`config.mk`:
```
export PLATFORM = sky130hd
export DESIGN_NAME = chatter_counter_flat
export DESIGN_NICKNAME = d
export VERILOG_FILES = /design/src/rtl/chatter_counter_if.sv /design/src/rtl/chatter_counter.sv /design/src/flat_wrapper.sv
export SDC_FILE = /design/constraint.sdc
export NUM_CORES = 1
export LEC_CHECK = 0
export BUFFER_PORTS_ARGS = -buffer_cell sky130_fd_sc_hd__buf_2
export CAP_MARGIN = 20
export CELL_PAD_IN_SITES_DETAIL_PLACEMENT = 1
export CELL_PAD_IN_SITES_GLOBAL_PLACEMENT = 2
export CORE_ASPECT_RATIO = 0.5
export CORE_MARGIN = 2
export CORE_UTILIZATION = 30
export CTS_BUF_LIST = sky130_fd_sc_hd__clkbuf_2 sky130_fd_sc_hd__clkbuf_4 sky130_fd_sc_hd__clkbuf_8
export CTS_CLUSTER_DIAMETER = 200
export DETAILED_ROUTE_END_ITERATION = 12
export GPL_TIMING_DRIVEN = 0
export PLACE_DENSITY_LB_ADDON = 0.1
export SYNTH_ARGS = -nofsm -noshare
export SYNTH_HDL_FRONTEND = slang
export SYNTH_SLANG_ARGS = --single-unit
```
`constraint.sdc`:
```
create_clock -name chatterclock -period 3.3 [get_ports chatterclock]
set_input_delay 0 -clock chatterclock [delete_from_list [all_inputs] [get_ports chatterclock]]
set_output_delay 0 -clock chatterclock [all_outputs]
set_load 0.005 [all_outputs]
```
`src/rtl/chatter_counter_if.sv`:
```
// Button-side bundle for chatter_counter: raw switch in, debounced level/toggle out.
// Optional presspulse is present only when CHATTER_PULSE_EN is defined.
interface chatter_counter_if;
  logic switchin;
  logic ispressed;
  logic enabled;
`ifdef CHATTER_PULSE_EN
  logic presspulse;

  modport master (output switchin, input ispressed, input enabled, input presspulse);
  modport slave  (input switchin, output ispressed, output enabled, output presspulse);
`else
  modport master (output switchin, input ispressed, input enabled);
  modport slave  (input switchin, output ispressed, output enabled);
`endif
endinterface

```
`src/rtl/chatter_counter.sv`:
```
// Push-button debouncer: 2-flop sync + stability counter, level + toggle outputs (+presspulse with CHATTER_PULSE_EN).
// Latency 2+STABLE_COUNT edges counting the first sampling edge; no backpressure, outputs registered.
module chatter_counter #(
  parameter int unsigned STABLE_COUNT = 16,
  parameter int unsigned CNT_WIDTH    = 20,
  parameter bit          ACTIVE_LOW   = 1'b0
) (
  input  logic              chatterclock,
  input  logic              chatterreset_n,
  chatter_counter_if.slave  bus
);

  localparam logic                 IDLE_LVL = ACTIVE_LOW;
  localparam logic [CNT_WIDTH-1:0] CNT_LAST = CNT_WIDTH'(STABLE_COUNT - 1);

  logic                 sync1_q, sync1_d;
  logic                 sync2_q, sync2_d;
  logic [CNT_WIDTH-1:0] cnt_q, cnt_d;
  logic                 ispressed_q, ispressed_d;
  logic                 enabled_q, enabled_d;
  logic                 raw_pressed;
`ifdef CHATTER_PULSE_EN
  logic                 presspulse_q, presspulse_d;
`endif

  assign raw_pressed = sync2_q ^ ACTIVE_LOW;

  always_comb begin
    sync1_d     = bus.switchin;
    sync2_d     = sync1_q;
    cnt_d       = cnt_q;
    ispressed_d = ispressed_q;
    enabled_d   = enabled_q;
`ifdef CHATTER_PULSE_EN
    presspulse_d = 1'b0;
`endif
    // Any sample matching the debounced level restarts the stability window.
    if (raw_pressed == ispressed_q) begin
      cnt_d = '0;
    end else if (cnt_q == CNT_LAST) begin
      cnt_d       = '0;
      ispressed_d = raw_pressed;
      if (raw_pressed) begin
        enabled_d = ~enabled_q;
`ifdef CHATTER_PULSE_EN
        presspulse_d = 1'b1;
`endif
      end
    end else begin
      cnt_d = cnt_q + CNT_WIDTH'(1);
    end
  end

  always_ff @(posedge chatterclock or negedge chatterreset_n) begin
    if (!chatterreset_n) begin
      sync1_q     <= IDLE_LVL;
      sync2_q     <= IDLE_LVL;
      cnt_q       <= '0;
      ispressed_q <= 1'b0;
      enabled_q   <= 1'b0;
`ifdef CHATTER_PULSE_EN
      presspulse_q <= 1'b0;
`endif
    end else begin
      sync1_q     <= sync1_d;
      sync2_q     <= sync2_d;
      cnt_q       <= cnt_d;
      ispressed_q <= ispressed_d;
      enabled_q   <= enabled_d;
`ifdef CHATTER_PULSE_EN
      presspulse_q <= presspulse_d;
`endif
    end
  end

  assign bus.ispressed = ispressed_q;
  assign bus.enabled   = enabled_q;
`ifdef CHATTER_PULSE_EN
  assign bus.presspulse = presspulse_q;
`endif

endmodule

```
`src/flat_wrapper.sv`:
```
// flat-port wrapper written by rule: the top's interface ports become plain ports
module chatter_counter_flat 
#(
  parameter int unsigned STABLE_COUNT = 16,
  parameter int unsigned CNT_WIDTH    = 20,
  parameter bit          ACTIVE_LOW   = 1'b0
)
  (chatterclock, chatterreset_n, bus_switchin, bus_ispressed, bus_enabled);
  chatter_counter_if bus_i ();
  input  logic chatterclock;
  input  logic chatterreset_n;
  input wire logic [$bits(bus_i.switchin)-1:0] bus_switchin;
  output wire logic [$bits(bus_i.ispressed)-1:0] bus_ispressed;
  output wire logic [$bits(bus_i.enabled)-1:0] bus_enabled;
  assign bus_i.switchin = bus_switchin;
  assign bus_ispressed = bus_i.ispressed;
  assign bus_enabled = bus_i.enabled;
  chatter_counter #(.STABLE_COUNT(STABLE_COUNT), .CNT_WIDTH(CNT_WIDTH), .ACTIVE_LOW(ACTIVE_LOW)) u_core (.chatterclock(chatterclock), .chatterreset_n(chatterreset_n), .bus(bus_i));
endmodule
```
# Yosys cells after proc, flatten, opt, wreduce, memory -nomap -nowiden
# Index checks and enable logic that the tools add are counted.
# totals
register_bits	24
word_cells	14
inputBits	3
output_inout_bits	2
# classes
n_reduce_logical	2
bitwise	2
n_mux	2
eq_ne	2
addsub	1
# ops
op	n
two-way mux 20 bit	2
adder 20 x 1 -> 20 bit (second input constant)	1
== test 20 x 4 -> 1 bit (second input constant)	1
AND reduction 3 bit	1
inverter 1 bit	2
AND reduction 2 bit	1
== test 1 bit	1

# Longest topological paths before layout
# logic_depth
depth_word	3
depth_mapped	6
depth_no_buf	5

# Least setup slack after synthesis
# OpenSTA, ideal clock, no wires.
# synth_timing
kind	register -> register
from	reg u_core.cnt_q[0]
to	reg u_core.cnt_q[16]
path_stages_with_launch	6
required_time_ns	3.180
n_path_buf	0
period_less_slack_ns	1.629
path_slack_ns	1.671
arrival_ns	1.509
setup_ns	0.120
path_cell_list	dfrtp_1 > ha_1 > nand3_1 > or4b_1 > mux2i_1 > nor2_1
# synth_via
elab_chain_cells	3
elab_cells_between_ends	4
classes_between	1 x add/sub; 1 x eq/ne; 2 x mux
# synth_lines
element	line_no	rtl
from (decl)	chatter_counter.sv:18	logic [CNT_WIDTH-1:0] cnt_q, cnt_d;
from (signal assigned)	chatter_counter.sv:67	cnt_q <= cnt_d;
adder 20 x 1 -> 20 bit / == test 20 x 4 -> 1 bit (equally long branches)	chatter_counter.sv:50, chatter_counter.sv:40	
two-way mux 20 bit (*)	chatter_counter.sv:40	end else if (cnt_q == CNT_LAST) begin
two-way mux 20 bit (*)	chatter_counter.sv:38	if (raw_pressed == ispressed_q) begin
net u_core.cnt_d[16]	chatter_counter.sv:18	
# The timed path passes the listed nets; every way through them passes the cells marked *.
# A chain may end at the register's enable or synchronous reset.

# Worst setup path after layout
# layout_timing
from	reg u_core.cnt_q[0]
to	reg u_core.cnt_q[10]
# The elaborated chain is that of the path after synthesis.

==> impl_results.md <==
- Outcome: finished, final reports clean
- Max cap viols: 0
- Sequential share of the synthesized area: between 50% and 60%
- Core Rows: 15
- Cell Chain, Critical Path: ha_1, and3_1, nand3_1, o21ai_2, buf_2, nor2_1
- Path length in cells of the critical path: 6
- EDFF count, synth: 0
- P_int: about 410 uW
- Routed len/inst: between 10 and 15 um
- Die width: a little over 90 um
- Critical Path Sink Type: register
- # H-tree levels: 1
- Comb power frac: under 10%
- Fmax: 512 MHz
- DR pass1 iterations: 4
- Mapped Cells: roughly 110
- Post-synth top flop: dfrtp_1
- Number of antenna diodes: 0
- Endpoints failing hold: 0
- Max-Slew Margin vs Limit: about 63%
- Post-CTS Setup Inserts: 0
- Final Cycle Share: 59.2%
- Delay-heaviest family, CP: simple AND/OR/NAND/NOR gates
- Seq cells post-synth: 24
- Worst min-delay path class: primary input to async pin
- CORE AREA: about 3500 um^2
- Critical Path Fanout Max: 10
- Fin cells: around 170
- Post-cts sizing count: 0
- Die area: 4340 um^2
- Post-synth top cells: 24 x dfrtp_1, 17 x nor2_1, 9 x nor4_1, 9 x xnor2_1, 8 x nand2_1
- Switching part of the total power: between 20% and 30%
- Final Max Slew Viols: 0
- Final min period: 1950 ps
- Max incr delay on CP: between 400 and 500 ps
- CP startpoint kind: register
- Mapped Nets: between 100 and 150
- Overflow after GRT: 0
- GRT Total Usage: around 14%
- NetSw: 111 uW
- TritonCTS Buffers: 3
- Worst Path Arrival: 2110 ps
- Root buffer cell: clkbuf_8
- Yosys Warn Count: 0
- WP buf/inv: 1
- Reg clk slew, reported paths: around 80 ps
- First-pass GRT wire length: 4370 um
- Maximum buffer depth of the clock tree: 2
- Clk pwr share: 38.3%
- Fin nets: 128
- R2R depth: 6
- CP Class: register to register
- Clock sinks: 24
- Area leader, netlist: dfrtp_1
- DRT antenna net count: 0
- Layout cell share with drive strength beyond 1: under 10%
- Syn avg cell area: between 10 and 15 um^2
- Routability cong.: 0.721
- Placed Cells: roughly 170
- Synthesized area: roughly 1100 um^2
- Final Setup Violations: 0
- CTS tree: yes
- # DRC: 0
- DR vias: 840
- Largest net degree at the start of global routing: 25
- Pwr per Cell Area: 401 nW/um^2
- Top cells by area, synth: dfrtp_1 53%, xnor2_1 6.9%, nor2_1 5.6%
- Register share of total power: 57.9%
- VDD IR-drop max: around 0.11 mV
- Critical path's slowest cell: dfrtp_1
- Most numerous cell in the Yosys netlist: dfrtp_1
- Synth async-reset ratio: 100%
- Area growth, synth to finish: 13.9%
- Worst slew pin tran: approximately 550 ps
- Initial drt markers: 21
- Placed wire-length estimate: ~1800 um
- Antenna violations before repair: 0
- Share of the synthesized area in the top cell type: a little over half
- Clk_lat worst skew: 270 ps
- Critical Path RT: 3460 ps
- Clock skew: just over 4 ps
- Chip height: roughly 48 um
- Synth cell types: 25
- IO Pins: 5
- Leakage: between 0.0005 and 0.0006 uW
- Detail-routed via count per cell: approximately 4.8
- Final setup TNS: 0 ps
- Routed wire length: between 2000 and 2500 um
- RSZ-0062 raised after global routing: false
- IO buf count: 4
- Starting Density: 32.3%
- Vias in the first global route: about 820
==> cell usage in the layout, fill, tap and decap left out, types with 2 or more instances in the layout <==
master / count
dfrtp_1: 24
nor2_1: 17
nor4_1: 9
xnor2_1: 9
nand2_1: 8
nand3_1: 6
xor2_1: 6
buf_2: 5
o21ai_0: 4
clkbuf_8: 4
o31ai_1: 3
a21oi_1: 3
nor3_1: 3
inv_1: 3
and3_1: 2
nand4_1: 2
and4_1: 2
mux2i_1: 2
or4_1: 2
dlygate4sd3_1: 2
==> what timing repair did <==
action,in CTS,in global routing
endpoints found under the hold margin,25,0
endpoints found under the setup margin,0,0
hold buffers,2,0
==> stage by stage <==
stage	hold WS (ps)	util [%]	power, uW	worst slack (ps)	area (um^2)
2_1_floorplan	-296	-	316	1670	1140
6_report	252	36.8	522	1350	1300
3_5_place_dp	30.6	34.7	328	1310	1220
4_1_cts	268	36.8	537	1300	1300
5_1_grt	306	36.8	556	1140	1300
3_3_place_gp	22.8	34.7	327	1320	1220
==> flip-flops by register name (all words and copies together) (netlist names) <==
register	flops
u_core.cnt_q	20
u_core.bus.enabled	1
u_core.bus.ispressed	1
u_core.raw_pressed	1
u_core.sync1_q	1
==> per-layer routing <==
metal / track usage (%) / share of wire [%] / vias up / wire length [um]
li1: - / - / 420 / -
met1: 20.6 / 59 / 409 / 1470
met2: 19.7 / 38 / 8 / 937
met3: 4.25 / 3.1 / 3 / 78
met4: 1.82 / 0.52 / 0 / 13
met5: 0 / 0 / - / 0
==> cell type report <==
| type | count | area, um^2 |
|---|---|---|
| inverter | 3 | 11.3 |
| multi-input combinational | 85 | 524 |
| timing repair buffer | 6 | 40.0 |
| fill | 428 | 2230 |
| clock buffer | 4 | 55.1 |
| tap | 51 | 63.8 |
| buffer | 1 | 5.00 |
| sequential | 24 | 601 |
==> worst register-to-register path, stage by stage (launching register included) <==
cell and delay (ps):
dfrtp_1 410, ha_1 240, and3_1 230, nand3_1 190, o21ai_2 380, buf_2 300
nor2_1 80
==> power by group through the flow <==
stage	Sequential, uW	Combinational (uW)	Clock [uW]
floorplan	307	8.49	0
global placement	308	18.9	0
detailed placement	308	19.3	0
CTS	302	21.1	214
global route	304	23.8	228
finish	302	19.7	200
==> logic make-up (layout without fill, tap and decap cells) <==
group	count (synthesis)	in the layout	share of synthesized area (%)
AOI/OAI and AO/OA	11	11	5.81
xor gates and xnor gates	15	15	11.5
adders and majority gates	1	1	1.10
buffers and inverters	4	14	1.42
DFF	24	24	52.6
muxes	2	2	1.75
and+or+nand+nor	56	56	25.8
==> final timing paths <==
check                      slack, ps            start                  to
setup reg to reg                1350  u_core.cnt_q[0]    u_core.cnt_q[10]
setup / recovery                1350  u_core.cnt_q[0]    u_core.cnt_q[10]
hold reg to reg                  360   u_core.sync1_q  u_core.raw_pressed
min in group chatterclock        360   u_core.sync1_q  u_core.raw_pressed
hold / removal                   250   chatterreset_n     u_core.cnt_q[0]
max in group asynchronous       2680   chatterreset_n     u_core.cnt_q[7]
Power figures use the tool's default switching activity.
